$ cat config.mk
export PLATFORM = sky130hd
export DESIGN_NAME = axi4lite_to_fifo_channels
export DESIGN_NICKNAME = d
export VERILOG_FILES = /design/src/rtl/axi4lite_to_fifo_channels.sv
export SDC_FILE = /design/constraint.sdc
export NUM_CORES = 1
export LEC_CHECK = 0
export BUFFER_PORTS_ARGS = -buffer_cell sky130_fd_sc_hd__buf_2
export CORE_MARGIN = 8
export CORE_UTILIZATION = 48
export DETAILED_ROUTE_END_ITERATION = 10
export GPL_TIMING_DRIVEN = 0
export PLACE_DENSITY = 0.87
export SLEW_MARGIN = 20
export SYNTH_ARGS = -nofsm -noshare
export SYNTH_HDL_FRONTEND = slang
export SYNTH_SLANG_ARGS = --single-unit
$ cat constraint.sdc
create_clock -name clk_main_a0 -period 5.5 [get_ports clk_main_a0]
set_clock_uncertainty 0.15 [all_clocks]
set_input_delay 1.1 -clock clk_main_a0 [delete_from_list [all_inputs] [get_ports clk_main_a0]]
set_output_delay 1.1 -clock clk_main_a0 [all_outputs]
set_load 0.01 [all_outputs]
$ cat src/rtl/axi4lite_to_fifo_channels.sv
// AXI4-Lite slave fanning out to NUM_CH tx/rx FIFO pairs. Each channel owns an
// 8-byte window at BASE_ADDR: DATA at +0, STATUS (flags and counters) at +4.
module axi4lite_to_fifo_channels #(
    parameter int                    DATA_WIDTH = 32,
    parameter int                    ADDR_WIDTH = 32,
    parameter int                    NUM_CH     = 4,
    parameter logic [ADDR_WIDTH-1:0] BASE_ADDR  = 32'h0000_0500,
    parameter int                    RD_LATENCY = 2
) (
    input  logic                         clk_main_a0,
    input  logic                         rst_main_sync,
    input  logic                         awvalid,
    output logic                         awready,
    input  logic [ADDR_WIDTH-1:0]        awaddr,
    input  logic                         wvalid,
    output logic                         wready,
    input  logic [DATA_WIDTH-1:0]        wdata,
    input  logic [DATA_WIDTH/8-1:0]      wstrb,
    output logic                         bvalid,
    input  logic                         bready,
    output logic [1:0]                   bresp,
    input  logic                         arvalid,
    output logic                         arready,
    input  logic [ADDR_WIDTH-1:0]        araddr,
    output logic                         rvalid,
    input  logic                         rready,
    output logic [DATA_WIDTH-1:0]        rdata,
    output logic [1:0]                   rresp,
    output logic [NUM_CH-1:0]            tx_wr,
    output logic [NUM_CH*DATA_WIDTH-1:0] tx_din,
    input  logic [NUM_CH-1:0]            tx_full,
    output logic [NUM_CH-1:0]            rx_rd,
    input  logic [NUM_CH*DATA_WIDTH-1:0] rx_dout,
    input  logic [NUM_CH-1:0]            rx_empty
);

    localparam int         STRB_W      = DATA_WIDTH / 8;
    localparam int         CH_W        = (NUM_CH > 1) ? $clog2(NUM_CH) : 1;
    localparam logic [1:0] RESP_OKAY   = 2'b00;
    localparam logic [1:0] RESP_SLVERR = 2'b10;
    localparam logic [1:0] RESP_DECERR = 2'b11;

    typedef struct packed {
        logic            mapped;
        logic            status;
        logic [CH_W-1:0] ch;
    } dec_t;

    typedef enum logic [1:0] {R_IDLE, R_POP, R_WAIT, R_RESP} rd_state_t;

    function automatic dec_t decode(input logic [ADDR_WIDTH-1:0] addr);
        logic [ADDR_WIDTH-1:0] off;
        dec_t                  d;
        off      = addr - BASE_ADDR;
        d.mapped = (addr >= BASE_ADDR) && ((off >> 3) < ADDR_WIDTH'(NUM_CH))
                   && (off[1:0] == 2'b00);
        d.status = off[2];
        d.ch     = off[CH_W+2:3];
        return d;
    endfunction

    // Handshake readies stay low through reset and rise one cycle after release.
    logic                    ready_en_reg;
    logic                    aw_held_reg;
    logic [ADDR_WIDTH-1:0]   aw_addr_reg;
    logic                    w_held_reg;
    logic [DATA_WIDTH-1:0]   wdata_reg;
    logic [STRB_W-1:0]       wstrb_reg;
    logic                    bvalid_reg;
    logic [1:0]              bresp_reg;
    dec_t                    aw_dec;
    logic                    commit;
    logic                    commit_ok;
    logic [1:0]              commit_resp;

    rd_state_t               rd_state_reg;
    rd_state_t               rd_state_next;
    logic [CH_W-1:0]         rd_ch_reg;
    logic [1:0]              wait_cnt_reg;
    logic                    rvalid_reg;
    logic [DATA_WIDTH-1:0]   rdata_reg;
    logic [1:0]              rresp_reg;
    dec_t                    ar_dec;
    logic                    ar_hs;
    logic                    ar_pop;
    logic                    wait_done;
    logic                    rsp_hs;
    logic [DATA_WIDTH-1:0]   ar_status;
    logic [NUM_CH*8-1:0]     push_cnt_flat;
    logic [NUM_CH*8-1:0]     pop_cnt_flat;

    assign awready = ready_en_reg && !aw_held_reg;
    assign wready  = ready_en_reg && !w_held_reg;
    assign bvalid  = bvalid_reg;
    assign bresp   = bresp_reg;
    assign rvalid  = rvalid_reg;
    assign rdata   = rdata_reg;
    assign rresp   = rresp_reg;

    // ---------------- write path ----------------
    assign aw_dec    = decode(aw_addr_reg);
    assign commit    = aw_held_reg && w_held_reg && !bvalid_reg;
    assign commit_ok = commit && aw_dec.mapped && !aw_dec.status
                       && (&wstrb_reg) && !tx_full[aw_dec.ch];

    always_comb begin
        commit_resp = RESP_SLVERR;
        if (!aw_dec.mapped) begin
            commit_resp = RESP_DECERR;
        end else if (commit_ok) begin
            commit_resp = RESP_OKAY;
        end
    end

    always_ff @(posedge clk_main_a0) begin
        if (rst_main_sync) begin
            ready_en_reg <= 1'b0;
            aw_held_reg  <= 1'b0;
            aw_addr_reg  <= '0;
            w_held_reg   <= 1'b0;
            wdata_reg    <= '0;
            wstrb_reg    <= '0;
            bvalid_reg   <= 1'b0;
            bresp_reg    <= 2'b00;
        end else begin
            ready_en_reg <= 1'b1;
            if (awvalid && awready) begin
                aw_held_reg <= 1'b1;
                aw_addr_reg <= awaddr;
            end
            if (wvalid && wready) begin
                w_held_reg <= 1'b1;
                wdata_reg  <= wdata;
                wstrb_reg  <= wstrb;
            end
            // Failed pushes are dropped with SLVERR so the bus never stalls.
            if (commit) begin
                aw_held_reg <= 1'b0;
                w_held_reg  <= 1'b0;
                bvalid_reg  <= 1'b1;
                bresp_reg   <= commit_resp;
            end else if (bvalid_reg && bready) begin
                bvalid_reg <= 1'b0;
                bresp_reg  <= 2'b00;
            end
        end
    end

    // ---------------- read path ----------------
    assign ar_dec    = decode(araddr);
    assign ar_hs     = arvalid && arready;
    assign ar_pop    = ar_dec.mapped && !ar_dec.status && !rx_empty[ar_dec.ch];
    assign wait_done = (rd_state_reg == R_WAIT) && (wait_cnt_reg == 2'(RD_LATENCY - 1));
    assign rsp_hs    = rvalid_reg && rready;

    always_comb begin
        ar_status        = '0;
        ar_status[0]     = rx_empty[ar_dec.ch];
        ar_status[1]     = tx_full[ar_dec.ch];
        ar_status[23:16] = push_cnt_flat[ar_dec.ch*8 +: 8];
        ar_status[31:24] = pop_cnt_flat[ar_dec.ch*8 +: 8];
    end

    always_ff @(posedge clk_main_a0) begin
        if (rst_main_sync) begin
            rd_state_reg <= R_IDLE;
        end else begin
            rd_state_reg <= rd_state_next;
        end
    end

    always_comb begin
        rd_state_next = rd_state_reg;
        case (rd_state_reg)
            R_IDLE: if (ar_hs) rd_state_next = ar_pop ? R_POP : R_RESP;
            R_POP:  rd_state_next = R_WAIT;
            R_WAIT: if (wait_done) rd_state_next = R_RESP;
            R_RESP: if (rsp_hs) rd_state_next = R_IDLE;
            default: rd_state_next = R_IDLE;
        endcase
    end

    always_comb begin
        arready = ready_en_reg && (rd_state_reg == R_IDLE);
        rx_rd   = '0;
        if (rd_state_reg == R_POP) begin
            rx_rd[rd_ch_reg] = 1'b1;
        end
    end

    // Immediate responses load rdata at the AR edge and raise rvalid one edge later.
    always_ff @(posedge clk_main_a0) begin
        if (rst_main_sync) begin
            rd_ch_reg    <= '0;
            wait_cnt_reg <= 2'd0;
            rvalid_reg   <= 1'b0;
            rdata_reg    <= '0;
            rresp_reg    <= 2'b00;
        end else begin
            if (ar_hs) begin
                rd_ch_reg <= ar_dec.ch;
                if (!ar_dec.mapped) begin
                    rdata_reg <= '0;
                    rresp_reg <= RESP_DECERR;
                end else if (ar_dec.status) begin
                    rdata_reg <= ar_status;
                    rresp_reg <= RESP_OKAY;
                end else if (!ar_pop) begin
                    rdata_reg <= '0;
                    rresp_reg <= RESP_SLVERR;
                end
            end
            if (rd_state_reg == R_POP) begin
                wait_cnt_reg <= 2'd0;
            end else if (rd_state_reg == R_WAIT) begin
                wait_cnt_reg <= wait_cnt_reg + 2'd1;
            end
            if (wait_done) begin
                rdata_reg  <= rx_dout[rd_ch_reg*DATA_WIDTH +: DATA_WIDTH];
                rresp_reg  <= RESP_OKAY;
                rvalid_reg <= 1'b1;
            end else if ((rd_state_reg == R_RESP) && !rvalid_reg) begin
                rvalid_reg <= 1'b1;
            end else if (rsp_hs) begin
                rvalid_reg <= 1'b0;
                rdata_reg  <= '0;
                rresp_reg  <= 2'b00;
            end
        end
    end

    // ---------------- per-channel strobes and counters ----------------
    for (genvar gi = 0; gi < NUM_CH; gi++) begin : g_ch
        logic                  push_hit;
        logic                  pop_hit;
        logic [7:0]            push_cnt_reg;
        logic [7:0]            pop_cnt_reg;
        logic                  tx_wr_reg;
        logic [DATA_WIDTH-1:0] tx_din_reg;

        assign push_hit = commit_ok && (aw_dec.ch == CH_W'(gi));
        assign pop_hit  = wait_done && (rd_ch_reg == CH_W'(gi));

        always_ff @(posedge clk_main_a0) begin
            if (rst_main_sync) begin
                push_cnt_reg <= 8'd0;
                pop_cnt_reg  <= 8'd0;
                tx_wr_reg    <= 1'b0;
                tx_din_reg   <= '0;
            end else begin
                if (push_hit) push_cnt_reg <= push_cnt_reg + 8'd1;
                if (pop_hit)  pop_cnt_reg  <= pop_cnt_reg + 8'd1;
                tx_wr_reg  <= push_hit;
                tx_din_reg <= push_hit ? wdata_reg : '0;
            end
        end

        assign tx_wr[gi]                            = tx_wr_reg;
        assign tx_din[gi*DATA_WIDTH +: DATA_WIDTH]  = tx_din_reg;
        assign push_cnt_flat[gi*8 +: 8]             = push_cnt_reg;
        assign pop_cnt_flat[gi*8 +: 8]              = pop_cnt_reg;
    end

endmodule

==> impl_metrics.yaml, run 1 <==
detailed_routing:
  via_per_inst: 5.45
  initialDrtViolationCount: 810
  route.detailed.drc: 0
  m1WireLength_um: 15500
  top_layer_used: "met5"
  route.antenna.remaining_nets: 0
  wl_met3_um: 3480
  wirelength_um: 39800
  routedWlPerCell_um: 20.0
  vias: 10800
  wl_met2_um: 19300
  dr.pass1.iters: 6
layout:
  largest_register_ffs: 128
  layout_commonest_cell: "buf_2"
  finalInstanceArea_um2: 15800
  layout_common_cells: "buf_2 (427), dfxtp_1 (311), nand2_1 (171)"
  drive_gt1_share_pct: 33.6
  finish.net_count: 1888
  area_delta_synth_final_pct: 30.3
  fin_cells: 1989
grt:
  antenna_found_initial: 6
  grt_max_degree: 17
  grt_pass1_wl_um: 60300
  overflow: 0
  track_usage_pct: 24.6
  grt_pass1_vias: 10800
floorplan:
  fp.dieW_um: 175
  rows: 58
  die_y_um: 175
  start_util_pct: 48.5
  placeableCoreArea_um2: 25000
  die_area_um2: 30600
  ioPinCount: 420
timing:
  max_slew_margin_pct: 35.3
  layout_min_cycle_time_ns: 4.11
  max_slew.worst_pin.slew_ns: 0.969
  layout_setup_ws_ns: 1.39
  fmax_mhz: 243
  setup_violations: 0
  rsz0062_at_grt: "no"
  finalMaxSlewViolations: 0
  hold_violations: 0
  period_share_pct: 74.7
  fin_tns_setup_ns: 0
job:
  maxCapViolCount: 0
yosys:
  synth_area_leaders: "dfxtp_1 (51%), mux4_2 (9.5%), and2_1 (7.8%), nand2_1 (5.3%), a21oi_1 (4.1%)"
  synth_async_sr_flop_share_pct: 0
  syn_inst: 1181
  syn_nets: 1438
  synth_area_per_cell_um2: 10.2
  ys_ff_latch: 311
  yosysTopAreaCellShare_pct: 51.4
  syn_area_um2: 12100
  ys_seq_area_share_pct: 51.4
  synth_edf_count: 0
  ys_warn_count: 0
  synth_largest_area_cell: "dfxtp_1"
  ys.flop_type: "dfxtp_1"
  ys_types: 59
power:
  p_leak_nw: 6.94
  total_power_mw: 5.20
  vdd.ir_drop.worst_uv: 242
  powerDensity_nw_per_um2: 330
placed_design:
  numPortBuffers: 417
  dp.cells: 1928
  finalWeightedCongestion: 1.02
  place_area_um2: 14600
  post-place-ws_ns: 1.94
  hpwl_um: 30900
clocking:
  cts-hold-fix-buffers: 0
  htree_levels: 1
  cts.reportedPaths.clkPinSlew_ns: 0.06
  tritoncts: "built"
  clockBufferDepth: 3
  post_cts_buffers: 0
  cts_resized: 0
  cts_buffers: 31
  clkSinkCount: 311
  ctsRootBufferMaster: "clkbuf_16"
  worstSkewPairLatency_ns: 0.56
critical_path:
  r2r_slack_ns: 2.53
  crit_path_end_kind: "output pin"
  critPathMaxFanout: 10
  setup.worst_path.end: "rx_rd[1]"
  worstPathRequired_ns: 4.25
  start_kind: "register"
  r2r_start: "aw_addr_reg[24]"
  reg2reg_depth: 8
  worst-setup-path-type: "reg -> out"
  crit_path_start: "rd_ch_reg[1]"
  cp_data_arrival_time_ns: 2.86
  worstReg2RegEnd: "g_ch[3].tx_din_reg[17]"
run_status:
  status: "complete, no violations"
min_path:
  hold_path.class: "reg -> reg"
[cell usage after synthesis (13+ instances only)]
library cell  instances
a21oi_1              99
and2_1              150
or3_1                13
mux4_2               51
ha_1                 14
inv_1                15
nor2_1               56
clkbuf_1             44
a221o_1              18
nand2_1             171
nand4_1              17
xor2_1               25
nand3_1              17
a22o_1               14
dfxtp_1             311
o21ai_0              16
[routing by layer]
metal	vias to the layer above	track usage, %
met5	-	0
met1	5150	29.4
met2	533	41.8
li1	5036	-
met3	123	5.96
met4	4	9.78
[layout make-up]
type                    instances  area, um2
clock buffers                  40        870
well taps                     330        413
diodes                          4       10.0
fillers                      1932       9190
flip-flops and latches        311       6230
inverters                      15       56.3
multi-input cells             785       5510
plain buffers                  70        313
repair buffers                417       2090
clock inverters                17        288
[logic make-up (layout without fill, tap and decap cells)]
logic type,after synthesis,in the layout,share of synthesized area [%]
buffers and inverters,85,559,3.05
xor gates and xnor gates,34,34,2.46
DFF,311,311,51.4
other,0,4,0
muxes,60,60,10.2
and+or+nand+nor,499,499,21.9
AOI/OAI and AO/OA,178,178,9.49
adders and majority gates,14,14,1.45
[through the flow]
stage               hold WS, ns  utilization [%]
finish                    0.299             63.2
global route              0.326             63.2
CTS                       0.299             63.1
detailed placement        0.289             58.5
global placement          0.281             58.5
floorplan                 0.286                -
[worst max-delay path, cell delays in order, from the launching register on]
cell and delay, ns:
dfxtp_1 0.39, buf_1 0.51, buf_1 0.54, buf_1 0.48, and3b_1 0.24, buf_2 0.13
[report_power, final]
part	internal (mW)	switching, mW	leakage [nW]
sequential	2.31	0.0419	2.51
clock	1.45	0.890	0.566
combinational	0.235	0.276	3.86
[worst min-delay path by stage]
stage | cells past startpoint | endpoint | from
2_1_floorplan | 2 | aw_addr_reg[0] | aw_addr_reg[0]
3_3_place_gp | 2 | rresp[1] | rresp[1]
3_5_place_dp | 2 | rresp[1] | rresp[1]
4_1_cts | 2 | rresp[1] | rresp[1]
5_1_grt | 2 | aw_addr_reg[5] | aw_addr_reg[5]
6_report | 2 | rresp[1] | rresp[1]
(Power assumes the default switching activity.)
==> run 2: changes to the inputs <==
==> constraint.sdc (replaced) <==
create_clock -name clk_main_a0 -period 3.97 [get_ports clk_main_a0]
set_clock_uncertainty 0.15 [all_clocks]
set_input_delay 0.794 -clock clk_main_a0 [delete_from_list [all_inputs] [get_ports clk_main_a0]]
set_output_delay 0.794 -clock clk_main_a0 [all_outputs]
set_load 0.01 [all_outputs]
==> run 2 against run 1 <==
  * Die area did not move
  * Final area hardly changed
  * Register-to-register slack worse by 1.5 ns
  * Non-clock buffer count did not move
  * Sequential power is 38% higher
  * Global-route usage unchanged
  * Power rose by 39%
  * Utilization hardly changed
  * Clock power increased by 38%
  * Critical path depth stayed put
  * Sequential share of layout area hardly changed
==> impl_metrics.yaml, run 2 (synthesis gave the netlist of run 1 again) <==
run_status:
  status: "complete, no violations"
layout:
  num-fill-cells: 1932
  largest_register_ffs: 128
  multi_input_area_um2: 5510
  finish.net_count: 1888
  layout_commonest_cell: "buf_2"
  area_delta_synth_final_pct: 30.3
  layout_common_cells: "buf_2 (427), dfxtp_1 (311), nand2_1 (171)"
  drive_gt1_share_pct: 33.7
  seqCellArea_um2: 6230
min_path:
  min_to: "rresp[1]"
  hold_path.startpoint: "rresp[1]"
  holdPathStages: 2
  hold_path.class: "reg -> reg"
grt:
  grtUsageMet1_pct: 29.4
  grt_max_degree: 17
  grt.busiest_layer: "met2"
  antenna_found_initial: 6
  track_usage_pct: 24.6
  globalRouteMet2Util_pct: 41.8
  grt_pass1_wl_um: 60300
  grt_pass1_vias: 10800
  grtUsageMet3_pct: 5.96
  overflow: 0
timing:
  rsz0062_at_grt: "no"
  setup_violations: 0
  max_slew_margin_pct: 35.2
  finalMaxSlewViolations: 0
  hold-worst-slack_ns: 0.300
  fin_tns_setup_ns: 0
  period_share_pct: 91.5
  max_slew.worst_pin.slew_ns: 0.970
  layout_min_cycle_time_ns: 3.63
  fmax_mhz: 275
  hold_violations: 0
clocking:
  worstSkewPairLatency_ns: 0.56
  cts-hold-fix-buffers: 0
  cts.reportedPaths.clkPinSlew_ns: 0.07
  tritoncts: "built"
  cts_buffers: 31
  clkSinkCount: 311
  clockBufferDepth: 3
  cts_resized: 0
  htree_levels: 1
  ctsRootBufferMaster: "clkbuf_16"
  post_cts_buffers: 0
critical_path:
  worstPathRequired_ns: 3.03
  cp_data_arrival_time_ns: 2.69
  reg2reg_depth: 8
  critPathMaxFanout: 10
  worst-setup-path-type: "reg -> out"
  worstReg2RegEnd: "g_ch[3].tx_din_reg[17]"
  crit_path_end_kind: "output pin"
  r2r_slack_ns: 1.00
  r2r_start: "aw_addr_reg[24]"
  start_kind: "register"
detailed_routing:
  wirelength_um: 39800
  vias: 10800
  routedWlPerCell_um: 20.0
  initialDrtViolationCount: 810
  via_per_inst: 5.44
  route.antenna.remaining_nets: 0
  route.detailed.drc: 0
  dr.pass1.iters: 5
power:
  vdd.ir_drop.worst_uv: 336
  powerDensity_nw_per_um2: 456
  p_leak_nw: 6.94
floorplan:
  rows: 58
  start_util_pct: 48.5
  placeableCoreArea_um2: 25000
  fp.dieW_um: 175
  die_area_um2: 30600
  die_y_um: 175
  ioPinCount: 420
placed_design:
  hpwl_um: 30900
  finalWeightedCongestion: 1.02
  numPortBuffers: 417
job:
  maxCapViolCount: 0
run 2: how the worst max path moves through the flow:
stage | to | cells past startpoint | from | slack (ns)
global route | rx_rd[2] | 6 | rd_ch_reg[1] | 0.16
finish | rx_rd[1] | 5 | rd_ch_reg[1] | 0.34
floorplan | rdata[26] | 7 | araddr[15] | 1.21
global placement | rx_rd[1] | 5 | rd_ch_reg[1] | 0.84
CTS | rx_rd[1] | 5 | rd_ch_reg[1] | 0.13
detailed placement | rx_rd[1] | 5 | rd_ch_reg[1] | 0.72
run 2: cell type report:
| class | instances | area share [%] |
|---|---|---|
| clock buffers | 40 | 5.51 |
| multi-input cells | 785 | 34.9 |
| clock inverters | 17 | 1.82 |
| inverters | 15 | 0.357 |
| repair buffers | 417 | 13.2 |
| flip-flops and latches | 311 | 39.5 |
| plain buffers | 70 | 1.99 |
| well taps | 330 | 2.62 |
| diodes | 4 | 0.0635 |
run 2: metrics by stage:
stage                     setup WS, ns  util, %  power (mW)  instances  instance area [um2]
after floorplan                   1.21        -        3.72       1181                12100
after global placement           0.842     58.5        3.99       1928                14600
after detailed placement         0.720     58.5        4.02       1928                14600
after CTS                        0.132     63.1        7.23       1985                15800
after global routing             0.156     63.2        7.44       1989                15800
final                            0.336     63.2        7.20       1989                15800
run 2: metal layers:
metal  vias up  routed length (um)
li1       5036                   -
met1      5144               15500
met2       521               19300
met3       119                3430
met4         4                1560
met5         -                  22
run 2: worst max-delay path, stage by stage, from the launching register on:
cell      delay (ns)
dfxtp_1         0.39
buf_1           0.51
clkbuf_2        0.40
buf_1           0.46
and3b_1         0.24
buf_2           0.13
run 2: report_power, final:
group	total [mW]	leakage (nW)	switching, mW	internal [mW]
combinational	0.707	3.86	0.382	0.325
sequential	3.25	2.51	0.0580	3.19
clock	3.24	0.566	1.23	2.01
==> run 3: changes to the inputs <==
--- a/config.mk
+++ b/config.mk
@@ -5,12 +5,13 @@
 export SDC_FILE = /design/constraint.sdc
 export NUM_CORES = 1
 export LEC_CHECK = 0
-export BUFFER_PORTS_ARGS = -buffer_cell sky130_fd_sc_hd__buf_2
+export BUFFER_PORTS_ARGS = -buffer_cell sky130_fd_sc_hd__buf_4
 export CORE_MARGIN = 8
 export CORE_UTILIZATION = 48
 export DETAILED_ROUTE_END_ITERATION = 10
 export GPL_TIMING_DRIVEN = 0
 export PLACE_DENSITY = 0.87
+export REMOVE_ABC_BUFFERS = 1
 export SLEW_MARGIN = 20
 export SYNTH_ARGS = -nofsm -noshare
 export SYNTH_HDL_FRONTEND = slang
==> constraint.sdc (replaced) <==
create_clock -name clk_main_a0 -period 3.6 [get_ports clk_main_a0]
set_clock_uncertainty 0.15 [all_clocks]
set_input_delay 0.72 -clock clk_main_a0 [delete_from_list [all_inputs] [get_ports clk_main_a0]]
set_output_delay 0.72 -clock clk_main_a0 [all_outputs]
set_load 0.01 [all_outputs]
==> run 3 against run 2 <==
  * Routed wire length decreased by 6.3%
  * Final area is 4.8% higher
  * Worst hold slack worse by 0.034 ns
  * Setup slack better by 0.0041 ns
  * Utilization is 3.1 points higher
  * Non-clock buffer count down 58
  * Flip-flop and latch count is the same
  * Register-to-register slack worse by 0.66 ns
  * Clock power decreased by 4%
  * Sequential share of layout area fell by 1.8 points
  * Power grew 4.8%
  * Via count decreased by 5.2%
  * Critical endpoint is now g_ch[3].tx_din_reg[25]
  * Largest cell class unchanged
  * Highest routed layer is now met4
==> impl_metrics.yaml, run 3 (synthesis gave the netlist of run 1 again) <==
clocking:
  cts_buffers: 30
  cts-hold-fix-buffers: 0
  cts.reportedPaths.clkPinSlew_ns: 0.06
  ctsRootBufferMaster: "clkbuf_16"
  tritoncts: "built"
  htree_levels: 1
  worstSkewPairLatency_ns: 0.55
  clockBufferDepth: 3
  clkSinkCount: 311
  cts_resized: 0
  post_cts_buffers: 0
timing:
  finalMaxSlewViolations: 0
  fin_tns_setup_ns: 0
  layout_min_cycle_time_ns: 3.26
  setup_violations: 0
  rsz0062_at_grt: "no"
  hold-worst-slack_ns: 0.266
  hold_violations: 0
  max_slew.worst_pin.slew_ns: 1.01
  fmax_mhz: 307
  max_slew_margin_pct: 32.6
  period_share_pct: 90.5
  layout_setup_ws_ns: 0.341
critical_path:
  cp_num_buf_inv: 3
  cp_slowest_stage_delay_ns: 0.54
  critPathMaxFanout: 18
  worst-setup-path-type: "reg -> reg"
  cp_cell_sequence: "nor4_1 -> nand4_1 -> a211oi_2 -> nand4_1 -> buf_6 -> nor3_4 -> buf_6 -> buf_8 -> and2_1"
  critical_path.top_delay_family: "simple AND/OR/NAND/NOR gates"
  cp_data_arrival_time_ns: 3.60
  cp_slowest_cell: "nand4_1"
  crit_path_end_kind: "register"
  start_kind: "register"
  worstPathRequired_ns: 3.94
detailed_routing:
  route.antenna.remaining_nets: 0
  dr.pass1.iters: 5
  routedWlPerCell_um: 19.4
  wirelength_um: 37300
  route.detailed.drc: 0
  vias: 10300
  via_per_inst: 5.34
  initialDrtViolationCount: 700
power:
  combPwrFrac_pct: 10.6
  powerDensity_nw_per_um2: 456
  p_leak_nw: 7.00
  p_sw_mw: 1.76
  seq_power_share_pct: 48.0
  sw_frac_of_total_pct: 23.3
  vdd.ir_drop.worst_uv: 317
  pwr-share-clk_pct: 41.4
  p_int_mw: 5.78
floorplan:
  start_util_pct: 48.5
  rows: 58
  die_y_um: 175
  placeableCoreArea_um2: 25000
  fp.dieW_um: 175
  die_area_um2: 30600
  ioPinCount: 420
placed_design:
  place_area_um2: 15600
  hpwl_um: 28100
  numPortBuffers: 419
  finalWeightedCongestion: 0.939
  post-place-ws_ns: 0.201
grt:
  grt_pass1_wl_um: 57100
  grt_pass1_vias: 10400
  antenna_found_initial: 1
  track_usage_pct: 23.1
  grt.busiest_layer: "met2"
  grtUsageMet3_pct: 6.37
  globalRouteMet2Util_pct: 40.8
  overflow: 0
  grt_max_degree: 92
  grtUsageMet1_pct: 26.6
layout:
  area_delta_synth_final_pct: 36.6
  drive_gt1_share_pct: 34.2
  antenna_cells: 0
  finish.net_count: 1829
  largest_register_ffs: 128
  layout_common_cells: "buf_4 (418), dfxtp_1 (309), nand2_1 (170)"
  multi_input_area_um2: 5550
  final_util_pct: 66.2
  layout_commonest_cell: "buf_4"
  num-fill-cells: 1877
  seqCellArea_um2: 6230
  finalInstanceArea_um2: 16500
job:
  maxCapViolCount: 0
run_status:
  status: "complete, no violations"
min_path:
  hold_path.class: "in -> reg"
==> run 3: cell types whose count changed in the layout (fill, tap and decap cells not counted), moves of 3 or more <==
cell / previous run / this run
buf_1: 8 / 0
buf_2: 427 / 0
buf_4: 4 / 418
buf_8: 0 / 4
bufinv_16: 7 / 3
clkbuf_1: 47 / 11
clkbuf_8: 6 / 3
clkinv_2: 5 / 1
diode_2: 4 / 0
==> run 3: cell type report <==
class | instances | area share [%]
clock buffers | 44 | 5.04
flip-flops and latches | 311 | 37.7
repair buffers | 429 | 20.0
multi-input cells | 785 | 33.5
clock inverters | 9 | 0.878
well taps | 330 | 2.50
inverters | 15 | 0.340
==> run 3: layer usage <==
metal | part of all wire [%] | vias to the layer above
li1 | - | 4900
met2 | 51 | 419
met1 | 38 | 4872
met3 | 7.8 | 72
met4 | 3.0 | 0
met5 | 0 | -
==> run 3: through the flow <==
| step | power [mW] | cells |
|---|---|---|
| final | 7.54 | 1923 |
| after global routing | 7.84 | 1923 |
| after CTS | 7.60 | 1923 |
| after detailed placement | 4.49 | 1870 |
| after global placement | 4.45 | 1860 |
| after floorplan | 4.05 | 1111 |
==> run 3: worst register-to-register path: cells and delay by family (launching register included) <==
| family | cells | cell delay [ns] |
|---|---|---|
| AOI/OAI and AO/OA | 1 | 0.30 |
| buffers and inverters | 3 | 0.76 |
| DFF | 1 | 0.31 |
| and+or+nand+nor | 5 | 1.68 |
==> run 3: final timing paths <==
check / endpoint / startpoint / slack, ns / depth (start not counted)
max: g_ch[3].tx_din_reg[25] / aw_addr_reg[24] / 0.34 / 9
min: wdata_reg[21] / wdata[21] / 0.27 / 3
min reg2reg: aw_addr_reg[26] / aw_addr_reg[26] / 0.31 / 2
max reg2reg: g_ch[3].tx_din_reg[25] / aw_addr_reg[24] / 0.34 / 9
==> run 3: power by group through the flow <==
stage | Combinational (mW) | Sequential, mW | Clock (mW)
2_1_floorplan | 0.366 | 3.68 | 0
3_3_place_gp | 0.753 | 3.70 | 0
3_5_place_dp | 0.800 | 3.69 | 0
4_1_cts | 0.805 | 3.62 | 3.18
5_1_grt | 0.863 | 3.63 | 3.34
6_report | 0.801 | 3.62 | 3.12
